<file path="config.mk">
export PLATFORM = sky130hd
export DESIGN_NAME = mb32_cell_ctrl
export DESIGN_NICKNAME = d
export VERILOG_FILES = /design/src/rtl/mb32_cell_ctrl.sv
export SDC_FILE = /design/constraint.sdc
export NUM_CORES = 1
export LEC_CHECK = 0
export BUFFER_PORTS_ARGS = -buffer_cell sky130_fd_sc_hd__buf_4
export CORE_UTILIZATION = 46
export DETAILED_ROUTE_END_ITERATION = 8
export PLACE_DENSITY = 0.69
export SLEW_MARGIN = 20
export SYNTH_ARGS = -nofsm -noshare
export SYNTH_HDL_FRONTEND = slang
export SYNTH_SLANG_ARGS = --single-unit
</file>
<file path="constraint.sdc">
create_clock -name clk -period 2.59 [get_ports clk]
set_input_delay 0.518 -clock clk [delete_from_list [all_inputs] [get_ports clk]]
set_output_delay 0.518 -clock clk [all_outputs]
set_load 0.05 [all_outputs]
</file>
<file path="src/rtl/mb32_cell_ctrl.sv">
// Byte-addressed cell access controller for the eForth load/store unit.
// Splits word-crossing accesses into two aligned SPRAM word accesses with lane masks.
module mb32_cell_ctrl #(
  parameter int AW = 17,
  parameter int DW = 32
) (
  input  logic          clk,
  input  logic          rst,
  input  logic          req,
  input  logic          we,
  input  logic [1:0]    size,
  input  logic [AW-1:0] addr,
  input  logic [DW-1:0] wdata,
  output logic          ready,
  output logic          done,
  output logic [DW-1:0] rdata,
  output logic [AW-3:0] m_ai,
  output logic [DW-1:0] m_vi,
  output logic          m_we,
  output logic [3:0]    m_bmsk,
  input  logic [DW-1:0] m_vo
);

  typedef enum logic [1:0] {IDLE, A0, A1, RL} state_e;

  state_e        state_q, state_d;
  logic          we_q, we_d;
  logic [1:0]    sz_q, sz_d;
  logic [1:0]    off_q, off_d;
  logic [AW-3:0] w1_q, w1_d;
  logic          split_q, split_d;
  logic [3:0]    mhi_q, mhi_d;
  logic [DW-1:0] dhi_q, dhi_d;
  logic [DW-1:0] lo_q, lo_d;
  logic [DW-1:0] rdata_q, rdata_d;
  logic [DW-1:0] m_vi_q, m_vi_d;
  logic [AW-3:0] m_ai_q, m_ai_d;
  logic          m_we_q, m_we_d;
  logic [3:0]    m_bmsk_q, m_bmsk_d;
  logic          done_q, done_d;

  // Request decode, only meaningful in the accept cycle
  logic [1:0]  req_sz;
  logic [2:0]  n_bytes;
  logic [3:0]  span;
  logic [7:0]  lmask;
  logic [7:0]  mask8;
  logic [63:0] data64;

  assign req_sz  = (size == 2'd3) ? 2'd2 : size;
  assign n_bytes = 3'd1 << req_sz;
  assign span    = {2'b00, addr[1:0]} + {1'b0, n_bytes};
  assign mask8   = lmask << addr[1:0];
  assign data64  = {32'b0, wdata} << {addr[1:0], 3'b000};

  always_comb begin
    lmask = 8'h0F;
    case (req_sz)
      2'd0:    lmask = 8'h01;
      2'd1:    lmask = 8'h03;
      default: lmask = 8'h0F;
    endcase
  end

  // Read reassembly: hi is only meaningful when the access was split
  logic [63:0]   rd_cat;
  logic [63:0]   rd_shift;
  logic [DW-1:0] rd_keep;

  assign rd_cat   = split_q ? {m_vo, lo_q} : {32'b0, m_vo};
  assign rd_shift = rd_cat >> {off_q, 3'b000};

  always_comb begin
    rd_keep = '1;
    case (sz_q)
      2'd0:    rd_keep = 32'h0000_00FF;
      2'd1:    rd_keep = 32'h0000_FFFF;
      default: rd_keep = '1;
    endcase
  end

  always_comb begin
    state_d  = state_q;
    we_d     = we_q;
    sz_d     = sz_q;
    off_d    = off_q;
    w1_d     = w1_q;
    split_d  = split_q;
    mhi_d    = mhi_q;
    dhi_d    = dhi_q;
    lo_d     = lo_q;
    rdata_d  = rdata_q;
    m_vi_d   = m_vi_q;
    m_ai_d   = m_ai_q;
    m_we_d   = 1'b0;
    m_bmsk_d = '0;
    done_d   = 1'b0;
    case (state_q)
      IDLE: begin
        if (req) begin
          state_d  = A0;
          we_d     = we;
          sz_d     = req_sz;
          off_d    = addr[1:0];
          w1_d     = addr[AW-1:2] + (AW-2)'(1);
          split_d  = (span > 4'd4);
          mhi_d    = mask8[7:4];
          dhi_d    = data64[63:32];
          m_ai_d   = addr[AW-1:2];
          m_bmsk_d = mask8[3:0];
          m_we_d   = we;
          if (we) m_vi_d = data64[31:0];
        end
      end
      A0: begin
        if (split_q) begin
          state_d  = A1;
          m_ai_d   = w1_q;
          m_bmsk_d = mhi_q;
          m_we_d   = we_q;
          if (we_q) m_vi_d = dhi_q;
        end else if (we_q) begin
          state_d = IDLE;
          done_d  = 1'b1;
        end else begin
          state_d = RL;
        end
      end
      A1: begin
        if (we_q) begin
          state_d = IDLE;
          done_d  = 1'b1;
        end else begin
          lo_d    = m_vo;
          state_d = RL;
        end
      end
      RL: begin
        rdata_d = rd_shift[31:0] & rd_keep;
        done_d  = 1'b1;
        state_d = IDLE;
      end
      default: state_d = IDLE;
    endcase
  end

  always_ff @(posedge clk) begin
    if (rst) begin
      state_q  <= IDLE;
      we_q     <= 1'b0;
      sz_q     <= '0;
      off_q    <= '0;
      w1_q     <= '0;
      split_q  <= 1'b0;
      mhi_q    <= '0;
      dhi_q    <= '0;
      lo_q     <= '0;
      rdata_q  <= '0;
      m_vi_q   <= '0;
      m_ai_q   <= '0;
      m_we_q   <= 1'b0;
      m_bmsk_q <= '0;
      done_q   <= 1'b0;
    end else begin
      state_q  <= state_d;
      we_q     <= we_d;
      sz_q     <= sz_d;
      off_q    <= off_d;
      w1_q     <= w1_d;
      split_q  <= split_d;
      mhi_q    <= mhi_d;
      dhi_q    <= dhi_d;
      lo_q     <= lo_d;
      rdata_q  <= rdata_d;
      m_vi_q   <= m_vi_d;
      m_ai_q   <= m_ai_d;
      m_we_q   <= m_we_d;
      m_bmsk_q <= m_bmsk_d;
      done_q   <= done_d;
    end
  end

  assign ready  = (state_q == IDLE);
  assign done   = done_q;
  assign rdata  = rdata_q;
  assign m_ai   = m_ai_q;
  assign m_vi   = m_vi_q;
  assign m_we   = m_we_q;
  assign m_bmsk = m_bmsk_q;

endmodule

</file>
==> flow_summary.ini <==
[status]
outcome = complete, but fails checks
failed_checks = design-rule violations

[floorplan]
dieHeight_um = 138
design.core.area_sq_um = 18100
ios = 173
die_w_um = 138
rows = 49
dieArea_sq_um = 19100
start_util_pct = 47.2

[global_routing]
gr-total-overflow = 0
grt_pass1_vias = 7379
grt_use_total_pct = 25.6
grt_antenna_before_repair = 0
grt_max_degree = 113
grt_first_pass_wirelength_um = 39200

[synthesis]
synthArstFlopShare_pct = 0
syn_inst = 984
ys.warnings.count = 0
avgSynthCellArea_sq_um = 8.67
ys.flop_type = dfxtp_1
synth_seq_cells = 167
seq_area_frac_synth_pct = 39.2
netlist_area_sq_um = 8530
synth_edf_count = 0
synth_fp_nets = 1076
synth.distinct_cells = 54

[job]
maxCapViolations = 0

[final_layout]
stdcell_count = 1359
fin_nets = 1209
n_antenna_cell = 0
final_area_sq_um = 10500
syn_to_final_growth_pct = 23.3
drive_gt1_share_pct = 27.1

[sta]
final-setup-viol-count = 0
slew_viol_final = 0
worst_pin_slew_ns = 0.710
finalHoldViolations = 0
rsz0062_at_grt = no
max_freq_ghz = 0.502
tns_ns = 0
skew_ns = 0.0115
finalCriticalPeriod_ns = 1.99
fin_crit_sh_pct = 76.9
slew_headroom_pct = 52.7

[routing]
drtPass1Iterations = 7
drt_iter0_drc = 613
wl_per_cell_um = 18.1
num_vias = 7908
wl_um = 24600
routed_via_density = 5.82
drtAntennaViolNets = 0
drc_errors = 20

[clock_tree]
cts.clk_slew.worst_paths_ns = 0.07
cts_buffer_depth = 2
cts_setup_buffers = 0
cts_sinks = 167
cts-root-buf = clkbuf_16
cts_inserted_buffers = 17
cts_tree = yes
insertion_delay_ns = 0.43
htree_levels = 4
ctsHoldBuffers = 0
cts.repair.resized = 0

[setup_path]
worst-path-max-fanout = 40
crit_slowest_cell = dfxtp_2
slowest_delay_ns = 0.59
cp_top_family = flip-flops
critical_path_arrival_ns = 2.31
reg2regPathDepth = 4
crit_required_ns = 2.91
critical_path_depth = 4
crit_path_cell_trace = buf_12 -> mux4_2 -> or2_0 -> a32o_1
start_kind = flip-flop
end_kind = flip-flop
cp_num_buf_inv = 1
critical_path_class = reg -> reg

[min_path]
min_path_cells = 2
hold_path_class = in -> reg

[pwr]
p_int_w = 0.00521
p_comb_share_pct = 30.0
p_leak_nw = 4.03
clock_power_share_pct = 32.0
switching_share_pct = 35.3
p_switching_w = 0.00284
power_density_nw_per_um2 = 766
seqPwrFrac_pct = 37.9
power.total_w = 0.00805
ir_drop_uv = 572

[placement]
dp.cells = 1327
dp_hpwl_um = 16700
io_buffers = 172
gp_congestion = 0.930
post_dp_cell_area_sq_um = 9920
layout by cell type (no fill, tap or decap), drive strengths merged, types with 3 or more instances in the layout:
cell / count
a311oi: 16
nor2b: 13
a221oi: 17
nor3: 40
inv: 8
nor3b: 8
and2: 4
mux2i: 34
mux2: 39
buf: 203
nand2b: 6
mux4: 16
a222oi: 8
o221ai: 16
nand3b: 9
xnor2: 9
a32o: 8
nor4: 3
a22oi: 16
nand3: 28
nor2: 94
a2bb2oi: 8
xor2: 3
dfxtp: 167
nand2: 160
ha: 4
a21oi: 95
a211oi: 30
clkbuf: 19
o21ai: 14
clkinv: 9
or2: 9
synthesized netlist by cell type (all sizes together) (2+ instances only):
library cell	instances	share of area, %
a211oi	30	2.8
a21o	2	0.18
a21oi	95	5.6
a221oi	17	1.7
a222oi	8	0.94
a22oi	16	1.4
a2bb2oi	8	0.82
a311oi	16	1.6
a32o	8	0.94
and2	4	0.29
and3	2	0.15
buf	39	3.2
clkbuf	50	2.2
dfxtp	167	39
ha	4	0.59
inv	5	0.22
mux2	39	5.1
mux2i	34	4.0
mux4	16	4.3
nand2	160	7.0
nand2b	6	0.44
nand3	28	1.6
nand3b	9	0.79
nand4	2	0.40
nor2	94	4.2
nor2b	13	0.95
nor3	40	2.4
nor3b	8	0.70
nor4	3	0.75
o21ai	14	0.82
o221ai	16	1.6
or2	9	0.66
or3	2	0.15
xnor2	9	0.92
xor2	3	0.31
stage by stage:
stage | utilization, % | hold slack (ns) | setup slack (ns)
after floorplan | - | 0.432 | 0.530
after global placement | 54.9 | 0.439 | 0.539
after detailed placement | 54.9 | 0.445 | 0.505
after CTS | 58.2 | 0.324 | 0.601
after global routing | 58.2 | 0.329 | 0.452
final | 58.2 | 0.339 | 0.598
path summary, 6_finish.rpt:
| path | startpoint | to | slack, ns |
|---|---|---|---|
| setup / recovery | off_q[0]$_SDFFE_PP0P_ | rdata[12]$_SDFFE_PP0P_ | 0.60 |
| hold / removal | addr[2] | w1_q[0]$_SDFFE_PP0P_ | 0.34 |
| setup reg to reg | off_q[0]$_SDFFE_PP0P_ | rdata[12]$_SDFFE_PP0P_ | 0.60 |
| hold reg to reg | mhi_q[2]$_SDFFE_PP0P_ | mhi_q[2]$_SDFFE_PP0P_ | 0.45 |
registers in the layout, summed over array words and instances (netlist names), 2 cells and up:
| name | cells |
|---|---|
| lo_q | 32 |
| m_vi | 32 |
| rdata | 32 |
| dhi_q | 24 |
| m_ai | 15 |
| w1_q | 15 |
| m_bmsk | 4 |
| mhi_q | 3 |
| off_q | 2 |
| state_q | 2 |
| sz_q | 2 |
metal layers:
metal	vias up	track usage (%)	part of all wire (%)
met5	-	0	0
met4	0	9.99	2.3
met3	39	4.02	6.2
met2	291	41.4	47
met1	3759	34.5	45
li1	3819	-	-
cell type report:
class	instances	area (sq um)
clock buffers	19	453
clock inverters	13	145
fillers	1618	7570
inverters	6	22.5
multi-input cells	722	4720
flip-flops and latches	167	3340
well taps	229	287
repair buffers	203	1550
logic make-up after synthesis:
logic type	synth area share, %
AO/OA/AOI/OAI	19.0
multiplexers	13.4
AND/OR/NAND/NOR	20.7
flip-flops	39.2
buffers and inverters	5.65
XOR/XNOR	1.23
adder cells (fa/ha/maj)	0.821
power by group through the flow:
stage / Combinational [W] / Sequential (W) / Clock, W
2_1_floorplan: 0.00135 / 0.00345 / 0
3_3_place_gp: 0.00239 / 0.00311 / 0
3_5_place_dp: 0.00241 / 0.00311 / 0
4_1_cts: 0.00242 / 0.00306 / 0.00263
5_1_grt: 0.00260 / 0.00309 / 0.00274
6_report: 0.00242 / 0.00305 / 0.00258
Note: power is estimated with default switching activity, not from simulation.
